===== src/rtl/alu_arbiter.sv =====
// rtl/alu_arbiter.sv - round-robin arbiter sharing one external combinational ALU among NREQ requesters
// Optional macro ALU_ARB_LOCK_EN adds req_lock so one requester can hold the ALU across several ops.
module alu_arbiter #(
  parameter int NREQ = 2,
  parameter int W    = 32
) (
  input  logic              clk,
  input  logic              rst_n,
  input  logic [NREQ-1:0]   req_valid,
  output logic [NREQ-1:0]   req_ready,
  input  logic [NREQ*W-1:0] req_srca,
  input  logic [NREQ*W-1:0] req_srcb,
  input  logic [NREQ*5-1:0] req_op,
`ifdef ALU_ARB_LOCK_EN
  input  logic [NREQ-1:0]   req_lock,
`endif
  output logic [NREQ-1:0]   rsp_valid,
  input  logic [NREQ-1:0]   rsp_ready,
  output logic [NREQ*W-1:0] rsp_res,
  output logic [NREQ-1:0]   rsp_flag,
  output logic [NREQ-1:0]   rsp_err,
  output logic [W-1:0]      alu_srca,
  output logic [W-1:0]      alu_srcb,
  output logic [4:0]        alu_op,
  input  logic [W-1:0]      alu_res,
  input  logic              alu_flag
);
  localparam int PW = $clog2(NREQ);

  logic [PW-1:0]     rr_last_q, rr_last_d;
  logic [NREQ-1:0]   rsp_valid_q, rsp_valid_d;
  logic [NREQ*W-1:0] rsp_res_q, rsp_res_d;
  logic [NREQ-1:0]   rsp_flag_q, rsp_flag_d;
  logic [NREQ-1:0]   rsp_err_q, rsp_err_d;
`ifdef ALU_ARB_LOCK_EN
  logic              lock_active_q, lock_active_d;
  logic [PW-1:0]     lock_owner_q, lock_owner_d;
`endif

  logic [NREQ-1:0] eligible;
  logic            grant_valid;
  logic [PW-1:0]   grant_idx;
  logic            op_illegal;
  logic            op_keep_flag;

  // A full buffer is still eligible when it is being drained this same cycle.
  always_comb begin
    eligible = req_valid & (~rsp_valid_q | rsp_ready);
`ifdef ALU_ARB_LOCK_EN
    if (lock_active_q) eligible = eligible & (NREQ'(1) << lock_owner_q);
`endif
    if (!rst_n) eligible = '0;
  end

  always_comb begin
    int            idx;
    logic [PW-1:0] cand;
    idx         = 0;
    cand        = '0;
    grant_valid = 1'b0;
    grant_idx   = '0;
    for (int k = 1; k <= NREQ; k++) begin
      idx = int'(rr_last_q) + k;
      if (idx >= NREQ) idx = idx - NREQ;
      cand = PW'(idx);
      if (!grant_valid && eligible[cand]) begin
        grant_valid = 1'b1;
        grant_idx   = cand;
      end
    end
  end

  always_comb begin
    req_ready = '0;
    alu_srca  = '0;
    alu_srcb  = '0;
    alu_op    = 5'b00000;
    if (grant_valid) begin
      req_ready[grant_idx] = 1'b1;
      alu_srca = req_srca[grant_idx*W +: W];
      alu_srcb = req_srcb[grant_idx*W +: W];
      alu_op   = req_op[grant_idx*5 +: 5];
    end
  end

  assign op_illegal   = (alu_op >= 5'b10010);
  assign op_keep_flag = (alu_op <= 5'b10000);

  always_comb begin
    rsp_valid_d = rsp_valid_q & ~rsp_ready;
    rsp_res_d   = rsp_res_q;
    rsp_flag_d  = rsp_flag_q;
    rsp_err_d   = rsp_err_q;
    rr_last_d   = rr_last_q;
`ifdef ALU_ARB_LOCK_EN
    lock_active_d = lock_active_q;
    lock_owner_d  = lock_owner_q;
`endif
    if (grant_valid) begin
      rsp_valid_d[grant_idx]         = 1'b1;
      rsp_res_d[grant_idx*W +: W]    = op_illegal ? '0 : alu_res;
      rsp_flag_d[grant_idx]          = op_keep_flag ? alu_flag : 1'b0;
      rsp_err_d[grant_idx]           = op_illegal;
      rr_last_d                      = grant_idx;
`ifdef ALU_ARB_LOCK_EN
      lock_active_d = req_lock[grant_idx];
      lock_owner_d  = grant_idx;
`endif
    end
  end

  always_ff @(posedge clk or negedge rst_n) begin
    if (!rst_n) begin
      rr_last_q   <= PW'(NREQ - 1);
      rsp_valid_q <= '0;
      rsp_res_q   <= '0;
      rsp_flag_q  <= '0;
      rsp_err_q   <= '0;
`ifdef ALU_ARB_LOCK_EN
      lock_active_q <= 1'b0;
      lock_owner_q  <= '0;
`endif
    end else begin
      rr_last_q   <= rr_last_d;
      rsp_valid_q <= rsp_valid_d;
      rsp_res_q   <= rsp_res_d;
      rsp_flag_q  <= rsp_flag_d;
      rsp_err_q   <= rsp_err_d;
`ifdef ALU_ARB_LOCK_EN
      lock_active_q <= lock_active_d;
      lock_owner_q  <= lock_owner_d;
`endif
    end
  end

  assign rsp_valid = rsp_valid_q;
  assign rsp_res   = rsp_res_q;
  assign rsp_flag  = rsp_flag_q;
  assign rsp_err   = rsp_err_q;

endmodule


===== config.mk =====
export PLATFORM = sky130hd
export DESIGN_NAME = alu_arbiter
export DESIGN_NICKNAME = d
export VERILOG_FILES = /design/src/rtl/alu_arbiter.sv
export SDC_FILE = /design/constraint.sdc
export NUM_CORES = 1
export LEC_CHECK = 0
export ABC_AREA = 1
export BUFFER_PORTS_ARGS = -buffer_cell sky130_fd_sc_hd__buf_2
export CAP_MARGIN = 20
export CORE_AREA = 2 2 124 126
export DETAILED_ROUTE_END_ITERATION = 8
export DIE_AREA = 0 0 126 128
export PLACE_DENSITY = 0.58
export SKIP_CTS_REPAIR_TIMING = 1
export SYNTH_ARGS = -nofsm -noshare
export SYNTH_HDL_FRONTEND = slang
export SYNTH_SLANG_ARGS = --single-unit

===== constraint.sdc =====
create_clock -name clk -period 2.8 [get_ports clk]
set_input_delay 0.14 -clock clk [delete_from_list [all_inputs] [get_ports clk]]
set_output_delay 0.14 -clock clk [all_outputs]
set_load 0.01 [all_outputs]

**Yosys cells after proc, flatten, opt, wreduce, memory -nomap -nowiden**

Index checks and enable logic that the tools add are counted.

- Bits of input ports: 177
- Bits in registers: 71

- Bitwise logic cells: 6
- Shift-type cells: 5
- Reduce and logical (&&, ||, !) cells: 3
- Mux-type cells: 23
- Multiply operators: 1
- Add/sub/neg operators: 5
- Order comparisons: 8

Operators with widths:

| operator | number |
|---|---|
| $shiftx 64x7->32 | 2 |
| $mux 32 | 3 |
| $bwmux 64 | 1 |
| $shift 32x34->64 const A | 1 |
| $shiftx 32x34->64 | 1 |
| $neg 6->34 | 1 |
| $mux 1 | 12 |
| $shiftx 10x5->5 | 1 |
| $lt 1x2->1 const B | 3 |
| $mux 2 | 3 |
| $ge 5x5->1 const B | 1 |
| $le 5x5->1 const B | 1 |
| $mux 5 | 1 |
| $and 2x2->2 | 2 |
| $bwmux 2 | 2 |
| $mul 1x3->4 const B | 1 |
| $not 2->2 | 2 |
| $or 2x2->2 | 2 |
| $add 1x2->3 const B | 1 |
| $ge 3x2->1 const B | 1 |
| $add 1x1->2 const B | 1 |
| $ge 2x2->1 const B | 1 |
| $logic_and 1x1->1 | 2 |
| $sub 1x1->1 const B | 2 |
| 3 further kinds | 3 |

**Logic depth before layout (Yosys ltp)**

- Depth in word-level cells: 17
- Mapped depth: 13

**Worst setup path after synthesis**

OpenSTA, ideal clock, no wires.

- Path kind: register to register
- From: register rsp_valid_q[1], in the netlist rsp_valid[1]
- To: register rsp_res_q[38], in the netlist rsp_res[38]
- Path slack: 1.159 ns
- Stages on the path, launching flop included: 12
- Path buffers: 3
- Data required time: 2.681 ns
- Setup time: 0.119 ns
- Data arrival time: 1.523 ns
- Clock period less this slack: 1.641 ns
- Path through: dfrtp_1 > a21oi_4 > nand2_2 > buf_6 > nand2_2 > nand3_1 > nand3_1 > nand2_2 > buf_6 > buf_6 > nand3_1 > nand2_1

- Longest elaborated chain between the ends: 17

RTL lines:

| element | line | text |
|---|---|---|
| start: declaration | 31 | `logic [NREQ-1:0] rsp_valid_q, rsp_valid_d;` |
| start signal: assignment | 125 | `rsp_valid_q <= rsp_valid_d;` |
| $not 2->2 (*) | 48 | `eligible = req_valid & (~rsp_valid_q \| rsp_ready);` |
| $or 2x2->2 (*) | 48 |  |
| $and 2x2->2 (*) | 48 |  |
| $mux 2 (*) | 52 | `if (!rst_n) eligible = '0;` |
| $mux 1 (not written as such) (2 in a row) | 66 | `if (!grant_valid && eligible[cand]) begin` |
| $mux 1 | 66 |  |
| $logic_not 1->1 | 66 |  |
| $logic_and 1x1->1 | 66 |  |
| $mux 1 | 66 |  |
| $mul 1x3->4 | 82 | `alu_op = req_op[grant_idx*5 +: 5];` |
| $shiftx 10x5->5 | 82 |  |
| $mux 5 | 78 | `if (grant_valid) begin` |
| $ge 5x5->1 | 86 | `assign op_illegal = (alu_op >= 5'b10010);` |
| $mux 32 | 101 | `rsp_res_d[grant_idx*W +: W] = op_illegal ? '0 : alu_res;` |
| $shiftx 32x34->64 | 101 |  |
| $bwmux 64 | 101 |  |
| end signal: assignment | 126 | `rsp_res_q <= rsp_res_d;` |
| end: declaration | 32 | `logic [NREQ*W-1:0] rsp_res_q, rsp_res_d;` |

Every way passes the cells marked *; elsewhere a longest branch is shown, timed or not. The select of a mux whose other input is x is not followed.
A chain may end at the register's enable or synchronous reset.

**Final worst setup path**

- From: input rst_n
- To: output alu_srcb[1]

- Longest elaborated chain between the ends: 9

RTL lines:

| element | line | text |
|---|---|---|
| start: declaration | 8 | `input logic rst_n,` |
| $mux 2 (*) | 52 |  |
| $mux 1 (not written as such) (2 in a row) | 66 |  |
| $mux 1 | 66 |  |
| $logic_not 1->1 | 66 |  |
| $logic_and 1x1->1 | 66 |  |
| $mux 1 | 66 |  |
| $shiftx 64x7->32 | 81 | `alu_srcb = req_srcb[grant_idx*W +: W];` |
| $mux 32 (*) | 78 |  |
| end: declaration | 23 | `output logic [W-1:0] alu_srcb,` |

Marked as above.

==> impl_metrics.env <==
export IMPL_p_int_w=0.00281
export IMPL_yosys_area_share_simple_pct=27.3
export IMPL_clk_insertion_delay_late_ns=0.33
export IMPL_die_h_um=128
export IMPL_drt_initial_drc_count=173
export IMPL_port_buffers=317
export IMPL_synth_fp_nets=594
export IMPL_setup_worst_path_class="in -> out"
export IMPL_core_area_mm2=0.0149
export IMPL_muxShareOfSynthArea_pct=0
export IMPL_viasPerCell=4.55
export IMPL_drv_slew=0
export IMPL_cts_max_path_buffers=2
export IMPL_synthCells=417
export IMPL_antenna_found_initial=0
export IMPL_synth_compound_area_share_pct=16.9
export IMPL_cts_buffers=9
export IMPL_row_count=45
export IMPL_die_w_um=126
export IMPL_place_gp_congestion=0.854
export IMPL_first_pass_iters=4
export IMPL_synth_edf_count=0
export IMPL_finalCriticalPeriod_ns=2.58
export IMPL_synthArstFlopShare_pct=100
export IMPL_finalWorstSetupSlack_ns=0.220
export IMPL_fin_crit_sh_pct=92.1
export IMPL_outcome="finished clean"
export IMPL_grt_pass1_vias=3961
export IMPL_worstMarginPinSlew_ns=0.879
export IMPL_cap_viol_max_count=0
export IMPL_layout_nets=895
export IMPL_skew_ns=0.00979
export IMPL_synth_most_common_cell="nand2_1"
export IMPL_yosys_area_share_adder_pct=0
export IMPL_cp_end_kind="output pin"
export IMPL_wl_mm=15.0
export IMPL_clkPwrFrac_pct=34.0
export IMPL_start_kind="input pin"
export IMPL_synth_main_ff_cell="dfrtp_1"
export IMPL_ys_warn_count=0
export IMPL_yosysSeqAreaShare_pct=49.8
export IMPL_worst_path_max_fanout=99
export IMPL_synth_area_leaders="dfrtp_1 (49%), nand2_1 (16%), a22o_1 (16%)"
export IMPL_combPwrFrac_pct=31.8
export IMPL_pin_count=318
export IMPL_synth_seq_cells=71
export IMPL_synth_top_family_by_area="simple AND/OR/NAND/NOR gates"
export IMPL_cts_sinks=71
export IMPL_drive_above_1_share_pct=48.3
export IMPL_initial_utilization_pct=24.0
export IMPL_p_sw_share_pct=32.4
export IMPL_antenna_cells=0
export IMPL_setup_violations=0
export IMPL_cts_tree="done"
export IMPL_crit_arrival_ns=2.44
export IMPL_p_per_area_mw_per_mm2=732
export IMPL_num_vias=4145
export IMPL_wl_per_cell_um=16.4
export IMPL_worst_slew_margin_rel_pct=41.4
export IMPL_drcViolationCount=0
export IMPL_yosys_area_top_type="dfrtp_1"
export IMPL_grt_max_degree=100
export IMPL_syn_area_per_cell_um2=8.56
export IMPL_max_vdd_ir_drop_uv=362
export IMPL_areaGrowthSynthToFinish_pct=59.1
export IMPL_finalHoldViolCount=0
export IMPL_tns_ns=0
export IMPL_ant_nets=0
export IMPL_dpl_hpwl_mm=11.0
export IMPL_dieArea_mm2=0.0161
export IMPL_seqPwrFrac_pct=34.2
export IMPL_synthTopCellsByCount="nand2_1 (154), nand3_1 (71), dfrtp_1 (70)"
export IMPL_fmax_mhz=388
export IMPL_grt_pass1_wl_mm=22.1
export IMPL_cts_htree_levels=3
export IMPL_netlist_area_mm2=0.00357
export IMPL_switchingPower_w=0.00135
export IMPL_clk_pin_slew_ns=0.06
export IMPL_cp_data_required_time_ns=2.66
export IMPL_rsz0062_at_grt="false"
export IMPL_grt_overflow=0
export IMPL_grt_total_usage_pct=17.6
export IMPL_synth_cell_types=21
export IMPL_hp_class="in -> reg"
export IMPL_place_ws_ns=0.564
export IMPL_synth_top_area_share_pct=49.1
export IMPL_synth_xor_area_share_pct=0
export IMPL_leakage_nw=3.42
export IMPL_root_buffer="clkbuf_16"
==> kinds of logic after synthesis <==
kind of cell | count (synthesis)
simple gates | 231
buf+inv | 45
compound gates | 70
flops | 71
==> metal layers <==
metal | global-route usage (%) | wire length (um) | vias up
met5 | 0 | 0 | -
met4 | 4.01 | 179 | 0
met3 | 4.22 | 965 | 15
met2 | 30.8 | 7480 | 169
met1 | 22.1 | 6340 | 1935
li1 | - | - | 2026
==> through the flow <==
step	instances	hold WS [ns]	util [%]	power, W	area (um^2)
after floorplan	417	-0.156	-	0.00210	3570
after global placement	894	-0.0429	35.7	0.00277	5310
after detailed placement	894	-0.0386	35.7	0.00278	5310
after CTS	910	-0.403	38.1	0.00422	5670
after global routing	911	0.0448	38.2	0.00441	5680
final	911	0.0453	38.2	0.00416	5680
==> worst max-delay path, cell delays in order <==
cell	delay [ns]
dlygate4sd3_1	0.56
buf_4	0.17
nand2_1	0.09
a21oi_4	0.19
nand2_2	0.29
clkinv_2	0.15
buf_12	0.36
a22o_1	0.25
buf_2	0.16
==> final timing paths <==
path / from / endpoint / slack [ns] / cells past startpoint
max: rst_n / alu_srcb[1] / 0.22 / 9
min: alu_res[23] / rsp_res[55] / 0.05 / 3
min reg2reg: rsp_res[0] / rsp_res[0] / 0.47 / 2
max in group asynchronous: rst_n / rsp_res[6] / 1.52 / 3
max reg2reg: rr_last_q / rsp_res[51] / 0.60 / 9
min in group asynchronous: rst_n / rsp_valid[1] / 0.21 / 2
==> final cells by class <==
| class | count | area, um^2 |
|---|---|---|
| Timing Repair Buffer | 325 | 1680 |
| Clock buffer | 11 | 233 |
| Multi-Input combinational cell | 301 | 1590 |
| Fill cell | 1577 | 9190 |
| Tap cell | 188 | 235 |
| Inverter | 10 | 38.8 |
| Clock inverter | 5 | 129 |
| Sequential cell | 71 | 1780 |
==> cell usage in the layout, fill, tap and decap left out <==
cell type	instances
a21oi_1	1
dlygate4sd3_1	1
or2_2	1
o21ai_1	2
buf_4	6
clkinv_2	1
nand3_1	71
a22o_1	64
bufinv_16	4
dfrtp_1	70
nand2_4	1
nand3b_1	1
dfstp_2	1
buf_12	2
a21boi_0	1
buf_2	316
clkbuf_1	2
a21oi_4	1
clkbuf_16	9
o21ai_0	1
inv_2	2
inv_1	6
nand2_1	153
clkinv_1	1
nand2_2	3
inv_6	1
nand3_2	1
==> registers in the layout, indices dropped and copies added, names as in the netlist <==
name / count
rsp_res: 64
rsp_err: 2
rsp_flag: 2
rsp_valid: 2
rr_last_q: 1
==> power groups by stage <==
stage               clock network (W)  registers, W  logic [W]
detailed placement                  0       0.00143    0.00135
floorplan                           0       0.00156   0.000548
CTS                           0.00145       0.00142    0.00135
global route                  0.00150       0.00145    0.00145
global placement                    0       0.00143    0.00134
finish                        0.00141       0.00142    0.00132
Power figures use the tool's default switching activity.
